**config.mk**
```make
export PLATFORM = sky130hd
export DESIGN_NAME = rr_slot_arbiter
export DESIGN_NICKNAME = d
export VERILOG_FILES = /design/src/rtl/rr_slot_arbiter_pkg.sv /design/src/rtl/rr_slot_arbiter_pick.sv /design/src/rtl/rr_slot_arbiter.sv
export SDC_FILE = /design/constraint.sdc
export NUM_CORES = 1
export LEC_CHECK = 0
export ABC_AREA = 1
export CAP_MARGIN = 20
export CORE_MARGIN = 1
export CORE_UTILIZATION = 44
export CTS_BUF_LIST = sky130_fd_sc_hd__clkbuf_4
export DETAILED_ROUTE_END_ITERATION = 8
export GPL_ROUTABILITY_DRIVEN = 1
export PLACE_DENSITY = 0.69
export RECOVER_POWER = 100
export SLEW_MARGIN = 20
export SYNTH_ARGS = -nofsm -noshare
export SYNTH_HDL_FRONTEND = slang
export SYNTH_HIERARCHICAL = 1
export SYNTH_SLANG_ARGS = --single-unit
```
**constraint.sdc**
```tcl
create_clock -name clk -period 3.3 [get_ports clk]
set_input_delay 0.33 -clock clk [delete_from_list [all_inputs] [get_ports clk]]
set_output_delay 0.33 -clock clk [all_outputs]
set_load 0.005 [all_outputs]
```
**src/rtl/rr_slot_arbiter_pkg.sv**
```systemverilog
// Shared types and helpers for the round-robin slot arbiter (rr_slot_arbiter).
package rr_arb_pkg;

    typedef enum logic [1:0] {
        IDLE  = 2'd0,
        GRANT = 2'd1,
        GAP   = 2'd2
    } state_t;

    function automatic int idx_w(input int n);
        return $clog2(n);
    endfunction

endpackage

```
**src/rtl/rr_slot_arbiter_pick.sv**
```systemverilog
// Rotate-priority encoder: first asserted request at or after ptr, wrapping modulo N.
module rr_pick
    import rr_arb_pkg::*;
#(
    parameter int N = 3
) (
    input  logic [N-1:0]          req,
    input  logic [idx_w(N)-1:0]   ptr,
    output logic                  valid,
    output logic [idx_w(N)-1:0]   idx
);

    localparam int W = idx_w(N);

    logic [2*N-1:0]      dbl;
    logic [N-1:0]        rot;
    logic [N-1:0]        first;
    logic [N:0][W-1:0]   off_chain;
    logic [W:0]          sum;

    // Rotating a doubled copy puts the requester at ptr in bit 0 of rot.
    assign dbl = {req, req};
    assign rot = N'(dbl >> ptr);

    assign off_chain[0] = '0;

    genvar gi;
    generate
        for (gi = 0; gi < N; gi++) begin : g_first
            if (gi == 0) begin : g_lsb
                assign first[gi] = rot[gi];
            end else begin : g_upper
                assign first[gi] = rot[gi] & ~(|rot[gi-1:0]);
            end
            assign off_chain[gi+1] = off_chain[gi] | (first[gi] ? W'(gi) : '0);
        end
    endgenerate

    assign sum   = {1'b0, ptr} + {1'b0, off_chain[N]};
    assign idx   = (sum >= (W+1)'(N)) ? W'(sum - (W+1)'(N)) : sum[W-1:0];
    assign valid = |req;

endmodule

```
**src/rtl/rr_slot_arbiter.sv**
```systemverilog
// Round-robin owner arbiter with one-cycle dead gap between owners.
// Define MAX_HOLD_EN to bound ownership to MAX_HOLD cycles with a timeout pulse.
module rr_slot_arbiter
    import rr_arb_pkg::*;
#(
    parameter int N_REQ    = 3,
    parameter int MAX_HOLD = 8
) (
    input  logic                      clk,
    input  logic                      reset,
    input  logic [N_REQ-1:0]          req_i,
    output logic [N_REQ-1:0]          grant_o,
    output logic [idx_w(N_REQ)-1:0]   grant_id_o,
    output logic                      idle_o,
    output logic                      timeout_o
);

    localparam int W = idx_w(N_REQ);

    state_t             state_q, state_d;
    logic [W-1:0]       ptr_q, ptr_d;
    logic [W-1:0]       owner_q, owner_d;
    logic [N_REQ-1:0]   grant_q, grant_d;
    logic               timeout_q, timeout_d;
    logic               pick_valid;
    logic [W-1:0]       pick_idx;
    logic               hold_expired;

    rr_pick #(.N(N_REQ)) u_pick (
        .req   (req_i),
        .ptr   (ptr_q),
        .valid (pick_valid),
        .idx   (pick_idx)
    );

`ifdef MAX_HOLD_EN
    localparam int CNT_W = idx_w(MAX_HOLD) + 1;

    logic [CNT_W-1:0] cnt_q, cnt_d;

    // Counter reads 0 in the first GRANT cycle, so MAX_HOLD-1 marks the last allowed one.
    assign cnt_d        = (state_q == GRANT) ? cnt_q + CNT_W'(1) : '0;
    assign hold_expired = (state_q == GRANT) && (cnt_q == CNT_W'(MAX_HOLD - 1));

    always_ff @(posedge clk or posedge reset) begin
        if (reset) begin
            cnt_q <= '0;
        end else begin
            cnt_q <= cnt_d;
        end
    end
`else
    assign hold_expired = 1'b0;
`endif

    always_comb begin
        state_d   = state_q;
        ptr_d     = ptr_q;
        owner_d   = owner_q;
        timeout_d = 1'b0;
        case (state_q)
            IDLE, GAP: begin
                if (pick_valid) begin
                    state_d = GRANT;
                    owner_d = pick_idx;
                end else begin
                    state_d = IDLE;
                    owner_d = '0;
                end
            end
            GRANT: begin
                if (!req_i[owner_q] || hold_expired) begin
                    state_d   = GAP;
                    owner_d   = '0;
                    ptr_d     = (owner_q == W'(N_REQ - 1)) ? '0 : owner_q + W'(1);
                    // A voluntary drop on the final allowed cycle is not a timeout.
                    timeout_d = req_i[owner_q];
                end
            end
            default: begin
                state_d = IDLE;
                owner_d = '0;
            end
        endcase
    end

    genvar gi;
    generate
        for (gi = 0; gi < N_REQ; gi++) begin : g_grant
            assign grant_d[gi] = (state_d == GRANT) && (owner_d == W'(gi));
        end
    endgenerate

    always_ff @(posedge clk or posedge reset) begin
        if (reset) begin
            state_q   <= IDLE;
            ptr_q     <= '0;
            owner_q   <= '0;
            grant_q   <= '0;
            timeout_q <= 1'b0;
        end else begin
            state_q   <= state_d;
            ptr_q     <= ptr_d;
            owner_q   <= owner_d;
            grant_q   <= grant_d;
            timeout_q <= timeout_d;
        end
    end

    assign grant_o    = grant_q;
    assign grant_id_o = owner_q;
    assign idle_o     = (state_q == IDLE);
    assign timeout_o  = timeout_q;

endmodule

```
==> results of run 1 <==
==> cells by family (layout without fill, tap and decap cells) <==
group                    after synthesis  in the layout  share of synthesized area [%]
AO/OA/AOI/OAI                          5              5                           4.51
AND/OR/NAND/NOR                       58             58                           41.4
other                                  1              1                          0.588
buffers and inverters                 18             31                           11.2
flip-flops                             9              9                           35.3
adder cells (fa/ha/maj)                3              3                           7.06
==> stage by stage <==
step / instance area (µm²) / power [µW] / hold WS, ns / setup slack (ns)
CTS: 777 / 772 / 0.323 / 0.565
global placement: 749 / 676 / 0.576 / 0.339
floorplan: 638 / 560 / 0.158 / 0.884
finish: 764 / 747 / 0.452 / 0.459
global route: 764 / 849 / 0.504 / 0.224
detailed placement: 749 / 685 / 0.581 / 0.301
==> layout make-up <==
class                      count  area [µm²]  area share, %
clock inverter                 1        5.00          0.655
inverter                      17        63.8           8.35
multi-input combinational     67         329           43.0
tap                           15        18.8           2.45
sequential                     9         225           29.5
timing repair buffer          10         100           13.1
clock buffer                   3        22.5           2.95
==> cell usage in the layout, fill, tap and decap left out, types with 2 or more instances in the layout <==
master,instances
nand2_1,37
inv_1,16
dfrtp_1,9
dlygate4sd3_1,9
nor2_1,8
nand3_1,6
clkbuf_4,3
a21oi_1,3
nand2_2,2
ha_1,2
==> path summary, 6_finish.rpt <==
check                                            end  cells past startpoint
worst max-delay path            grant_o[1]$_DFF_PP0_                     16
min in group clk                ptr_q[1]$_DFFE_PP0P_                      2
worst min-delay path            state_q[0]$_DFF_PP0_                      2
worst min register to register  ptr_q[1]$_DFFE_PP0P_                      2
max in group asynchronous       ptr_q[0]$_DFFE_PP0P_                      2
worst max register to register  grant_o[1]$_DFF_PP0_                     14
==> metal layers <==
layer / routed length, µm / track usage (%) / part of all wire (%) / vias up
li1: - / - / - / 303
met1: 583 / 22.0 / 51 / 257
met2: 499 / 27.0 / 44 / 9
met3: 54 / 8.89 / 4.8 / 0
met4: 0 / 0 / 0 / 0
met5: 0 / 0 / 0 / -
==> power by group through the flow <==
stage / sequential (µW) / clock [µW] / combinational [µW]
after floorplan: 198 / 0 / 362
after global placement: 205 / 0 / 471
after detailed placement: 206 / 0 / 480
after CTS: 205 / 84.2 / 483
after global routing: 209 / 90.6 / 549
final: 204 / 83.8 / 459
==> flip-flops by register name, indices dropped and copies added (netlist names) <==
| name | flops |
|---|---|
| grant_o | 3 |
| grant_id_o | 2 |
| ptr_q | 2 |
| state_q | 2 |
==> worst reg2reg max path, delay by kind of cell, from the launching register on <==
family	cells	cell delay, ns
flops	1	0.52
simple gates	6	0.66
buf+inv	2	0.17
fa+ha+maj	3	0.85
compound gates	3	0.39
==> summary.txt, run 1 <==
Place
  – Port bufs: 10
  – DP Cell Count: 118
  – DP HPWL: 876 µm
  – Gpl congestion: 0.771

CTS
  – Deepest clock path buffer count: 2
  – Post_cts resized: 0
  – # hold bufs at CTS: 0
  – Post-CTS Setup Inserts: 0
  – TritonCTS Buffers: 3
  – H-tree Lvls: 1
  – Clk sinks: 9
  – Clk Latency, worst-skew pair: 0.26 ns
  – Reg clk slew, reported paths: 0.06 ns
  – CTS tree: done
  – CTS root buf: clkbuf_4

Critical path
  – Max stage delay on crit path: 0.60 ns
  – WS Path Type: input port to flop
  – CP required: 3.45 ns
  – CP startpoint kind: input port
  – Reg2reg start: ptr_q[0]$_DFFE_PP0P_
  – CP max FO: 4
  – Setup crit end kind: flop
  – Slowest CP cell: dlygate4sd3_1
  – Reg2Reg Setup Slack: 0.61 ns
  – Buffers and inverters on the worst path: 3
  – Cell mode on critical path: nand2_1
  – CP top delay family: adder cells
  – Critical path startpoint: req_i[1]
  – Arrival time worst endpoint: 3.00 ns
  – Crit path cell chain: dlygate4sd3_1 -> inv_1 -> nand2_1 -> nand2_1 -> nand2_1 -> a21oi_1 -> ha_1 -> fa_1 -> ha_1 -> nor2_1 -> a21oi_1 -> a21oi_1 -> nand2_1 -> nand2_1 -> inv_1 -> and2_1

Synth
  – Syn. warnings: 6
  – Number of synthesized flops with an enable pin: 0
  – Count leader, synth: nand2_1
  – Synth Cell Area: 638 µm²
  – Post-synth top area cell: dfrtp_1
  – Cell variety after synth: 19
  – Async SR Flop Fraction: 100%
  – Post-synth top cells: 36 x nand2_1, 16 x inv_1, 9 x dfrtp_1
  – Top post-synthesis cells by area: dfrtp_1 35%, nand2_1 21%, inv_1 9.4%
  – Synth Instances: 94
  – Post-synthesis sequential area ratio: 35.3%
  – Syn_area_per_cell: 6.79 µm²
  – Area share of the largest cell type after synthesis: 35.3%
  – Yosys reg bits: 9
  – Post-synth top flop: dfrtp_1
  – Syn Nets: 102

Pwr
  – Sequential Power Share: 27.3%
  – Power density over the cells: 977 nW/µm²
  – Clk pwr share: 11.2%
  – Combinational Power Share: 61.5%
  – Maximum VDD drop: 0.000485 V
  – Switch Pwr: 351 µW
  – LEAKAGE: 0.000446 µW
  – Switching part of the total power: 47.0%
  – P_int: 396 µW

Route
  – Vias: 569
  – Total wire length: 1140 µm
  – Drt pass-1 iters: 4
  – WL/cell: 9.31 µm
  – Vias per cell: 4.66
  – Iter 0 DRT Violations: 10
  – # DRC: 0
  – Detail Route Antenna Nets: 0

STA
  – Setup TNS: 0 ns
  – Fin. Hold Viols: 0
  – Final worst path period need: 2.84 ns
  – Setup-failing EPs final: 0
  – Tcrit/Tclk final: 86.1%
  – Clock Skew: 0.00549 ns
  – Unrepaired setup endpoints after global routing: false
  – Slew Limit Fails: 0
  – F_max: 0.352 GHz

Floorplan
  – Die area: 1610 µm²
  – Die boundary height: 40.1 µm
  – Initial core utilization: 48.4%
  – Core area: 1320 µm²
  – Row count: 13
  – Die W: 40.1 µm
  – I/O pin total: 12

Final layout
  – Core Util, Final: 58.0%
  – Cell Count, Final, Fillers Out: 122
  – Final net count: 116
  – Share of cells above drive strength 1: 10.3%
  – Fillers: 128
  – Number of antenna diodes: 0
  – Area Overhead vs Synth: 19.8%

Min path
  – Worst hold path type: input port to async pin

GRT
  – Vias in the first global route: 472
  – Initial antenna violation count: 0
  – First-pass GRT wire length: 1820 µm
  – Largest net degree at the start of global routing: 10
  – GRT Resource Usage Total: 17.1%
  – Total gr overflow: 0

Outcome
  – Status: completed

Run
  – Max cap viols: 0
(Power assumes the default switching activity.)
==> inputs of run 2 (changes only) <==
--- a/config.mk
+++ b/config.mk
@@ -5,14 +5,14 @@
 export SDC_FILE = /design/constraint.sdc
 export NUM_CORES = 1
 export LEC_CHECK = 0
-export ABC_AREA = 1
 export CAP_MARGIN = 20
 export CORE_MARGIN = 1
 export CORE_UTILIZATION = 44
 export CTS_BUF_LIST = sky130_fd_sc_hd__clkbuf_4
+export CTS_CLUSTER_DIAMETER = 30
 export DETAILED_ROUTE_END_ITERATION = 8
 export GPL_ROUTABILITY_DRIVEN = 1
-export PLACE_DENSITY = 0.69
+export PLACE_DENSITY = 0.7
 export RECOVER_POWER = 100
 export SLEW_MARGIN = 20
 export SYNTH_ARGS = -nofsm -noshare
==> summary.txt, run 2 <==
Final layout
  – Area Overhead vs Synth: 25.8%
  – Fillers: 112 (-13%)
  – Max FFs per register: 3 (unchanged)
  – Cell Count, Final, Fillers Out: 90 (-26%)
  – Commonest non-fill, non-tap cell in the layout: dfrtp_1
  – Final net count: 85 (-27%)
  – Most frequent cells in the layout: 9 x dfrtp_1, 8 x dlygate4sd3_1, 5 x o21ai_0, 5 x nand2_1
  – Core Util, Final: 63.0% (+5.0 points)
  – Share of cells above drive strength 1: 9.21% (-1.1 points)
  – Number of antenna diodes: 0 (unchanged)

Floorplan
  – Die W: 38.5 µm (-3.9%)
  – Row count: 12 (-1)
  – Initial core utilization: 50.1% (+1.7 points)
  – Core area: 1170 µm² (-11%)
  – I/O pin total: 12 (unchanged)
  – Die boundary height: 38.5 µm (-3.9%)
  – Die area: 1480 µm² (-7.6%)

Place
  – Port bufs: 10 (unchanged)
  – DP Cell Count: 86 (-27%)
  – Gpl congestion: 0.723 (-6.1%)
  – DP HPWL: 983 µm (+12%)

Critical path
  – Cell mode on critical path: ha_1
  – Slowest CP cell: dlygate4sd3_1
  – Arrival time worst endpoint: 3.19 ns (+0.19 ns)
  – WS Path Type: input port to flop
  – CP max FO: 4 (unchanged)
  – CP startpoint kind: input port
  – Crit path cell chain: dlygate4sd3_1 -> inv_1 -> o311ai_0 -> ha_1 -> fa_1 -> ha_1 -> or3_1 -> a21oi_1 -> o21ai_0 -> o2111a_1
  – Setup crit end kind: flop
  – CP required: 3.44 ns (about the same)
  – Max stage delay on crit path: 0.61 ns (about the same)

GRT
  – First-pass GRT wire length: 2360 µm (+30%)
  – Met2 usage: 39.2% (+12 points)
  – GRT busiest layer: met2
  – Met1 Use GR: 30.8% (+8.8 points)
  – Vias in the first global route: 545 (+15%)
  – GR Util met3: 5.81% (-3.1 points)
  – Initial antenna violation count: 0 (unchanged)
  – Largest net degree at the start of global routing: 10 (unchanged)
  – Total gr overflow: 0 (unchanged)
  – GRT Resource Usage Total: 24.0% (+6.9 points)

Synth
  – Async SR Flop Fraction: 100% (unchanged)
  – Post-synth top area cell: dfrtp_1
  – Synth Instances: 61 (-35%)
  – Post-synth top cells: 9 x dfrtp_1, 5 x nand2_1, 5 x o21ai_0
  – Syn_area_per_cell: 9.62 µm² (+42%)
  – Count leader, synth: dfrtp_1
  – Post-synthesis sequential area ratio: 38.4% (+3.1 points)
  – Syn. warnings: 6 (unchanged)
  – Cell variety after synth: 32 (+13)
  – Top post-synthesis cells by area: dfrtp_1 38%, ha_1 4.3%, o21ai_0 4.3%
  – Area share of the largest cell type after synthesis: 38.4% (+3.1 points)
  – Synth Cell Area: 587 µm² (-8.0%)
  – Syn Nets: 69 (-32%)
  – Number of synthesized flops with an enable pin: 0 (unchanged)
  – Post-synth top flop: dfrtp_1
  – Yosys reg bits: 9 (unchanged)

CTS
  – TritonCTS Buffers: 3 (unchanged)
  – Deepest clock path buffer count: 2 (unchanged)
  – # hold bufs at CTS: 0 (unchanged)
  – Post-CTS Setup Inserts: 0 (unchanged)
  – CTS root buf: clkbuf_4
  – CTS tree: done
  – Clk Latency, worst-skew pair: 0.25 ns (about the same)
  – H-tree Lvls: 1 (unchanged)
  – Post_cts resized: 0 (unchanged)
  – Clk sinks: 9 (unchanged)
  – Reg clk slew, reported paths: 0.06 ns (about the same)

Route
  – WL/cell: 14.9 µm (+60%)
  – Vias: 525 (-7.7%)
  – Vias per cell: 5.83 (+25%)
  – Total wire length: 1340 µm (+18%)
  – Iter 0 DRT Violations: 18 (+8)
  – Detail Route Antenna Nets: 0 (unchanged)
  – # DRC: 0 (unchanged)
  – Drt pass-1 iters: 4 (unchanged)

Outcome
  – Status: completed

STA
  – Fin. Hold Viols: 0 (unchanged)
  – Slew Limit Fails: 0 (unchanged)
  – Tcrit/Tclk final: 92.5% (+6.5 points)
  – F_max: 0.327 GHz (-7.0%)
  – Unrepaired setup endpoints after global routing: false
  – Final worst path period need: 3.05 ns (+0.214 ns)
  – Setup-failing EPs final: 0 (unchanged)
  – Final hold slack: 0.480 ns (+0.0284 ns)
  – Setup TNS: 0 ns (unchanged)
  – Clock Skew: 0.00655 ns (+0.00106 ns)

Min path
  – Worst hold path type: input port to async pin

Pwr
  – Maximum VDD drop: 0.000649 V (+34%)
  – Power density over the cells: 935 nW/µm² (-4.3%)
  – LEAKAGE: 0.000329 µW (-26%)

Run
  – Max cap viols: 0 (unchanged)
==> run 2: cell count changes in the layout (fill, tap and decap cells not counted), sizes merged, moves of 3 or more <==
cell,before,now
nand3,7,2
inv,17,2
nor2,10,4
nand2,39,5
o21ai,2,5
or3,0,3
==> run 2: layout make-up <==
cell class | count | area [µm²] | area share, %
Multi-Input combinational cell | 49 | 347 | 46.9
Clock buffer | 4 | 30.0 | 4.07
Tap cell | 14 | 17.5 | 2.37
Inverter | 2 | 7.51 | 1.02
Sequential cell | 9 | 225 | 30.5
Timing Repair Buffer | 12 | 111 | 15.1
==> run 2: path summary, 6_finish.rpt <==
check	startpoint	endpoint	slack [ns]	cells after the start
worst min register to register	grant_id_o[1]$_DFF_PP0_	ptr_q[1]$_DFFE_PP0P_	0.61	1
max in group asynchronous	reset	ptr_q[1]$_DFFE_PP0P_	2.54	2
worst min-delay path	reset	grant_id_o[0]$_DFF_PP0_	0.48	2
min in group clk	grant_id_o[1]$_DFF_PP0_	ptr_q[1]$_DFFE_PP0P_	0.61	1
worst max register to register	ptr_q[0]$_DFFE_PP0P_	grant_o[0]$_DFF_PP0_	0.38	9
worst max-delay path	req_i[0]	grant_o[0]$_DFF_PP0_	0.25	10
==> run 2: power breakdown <==
| group | leakage (µW) | switching (µW) | internal [µW] | total [µW] |
|---|---|---|---|---|
| Clock | 0.0000184 | 37.1 | 54.7 | 91.8 |
| Combinational | 0.000198 | 182 | 198 | 380 |
| Sequential | 0.000113 | 60.6 | 158 | 218 |
==> run 2: cells by family (layout without fill, tap and decap cells) <==
group | count (synthesis) | after routing | synth area share, %
AOI/OAI and AO/OA | 14 | 14 | 15.4
xor gates and xnor gates | 1 | 1 | 1.49
adders and majority gates | 3 | 3 | 7.68
buffers and inverters | 3 | 18 | 2.56
DFF | 9 | 9 | 38.4
muxes | 2 | 2 | 3.62
other | 1 | 1 | 0.639
and+or+nand+nor | 28 | 28 | 30.3
==> run 2: per-layer routing <==
layer  wire (µm)  up-vias
met5           0        -
met4           0        0
met3          94        0
met2         647       21
met1         597      248
li1            -      256
==> run 2: worst max-delay path, delay by kind of cell <==
family                     cells  cell delay (ns)
AOI/OAI and AO/OA              4             0.87
adders and majority gates      3             0.91
buffers and inverters          2             0.70
and+or+nand+nor                1             0.39
==> run 2: metrics by stage <==
stage                     area [µm²]  setup slack [ns]  total power (µW)
after floorplan                  587             0.586               484
after global placement           712            0.0382               602
after detailed placement         712            0.0825               611
after CTS                        742             0.325               710
after global routing             738            0.0826               766
final                            738             0.246               690
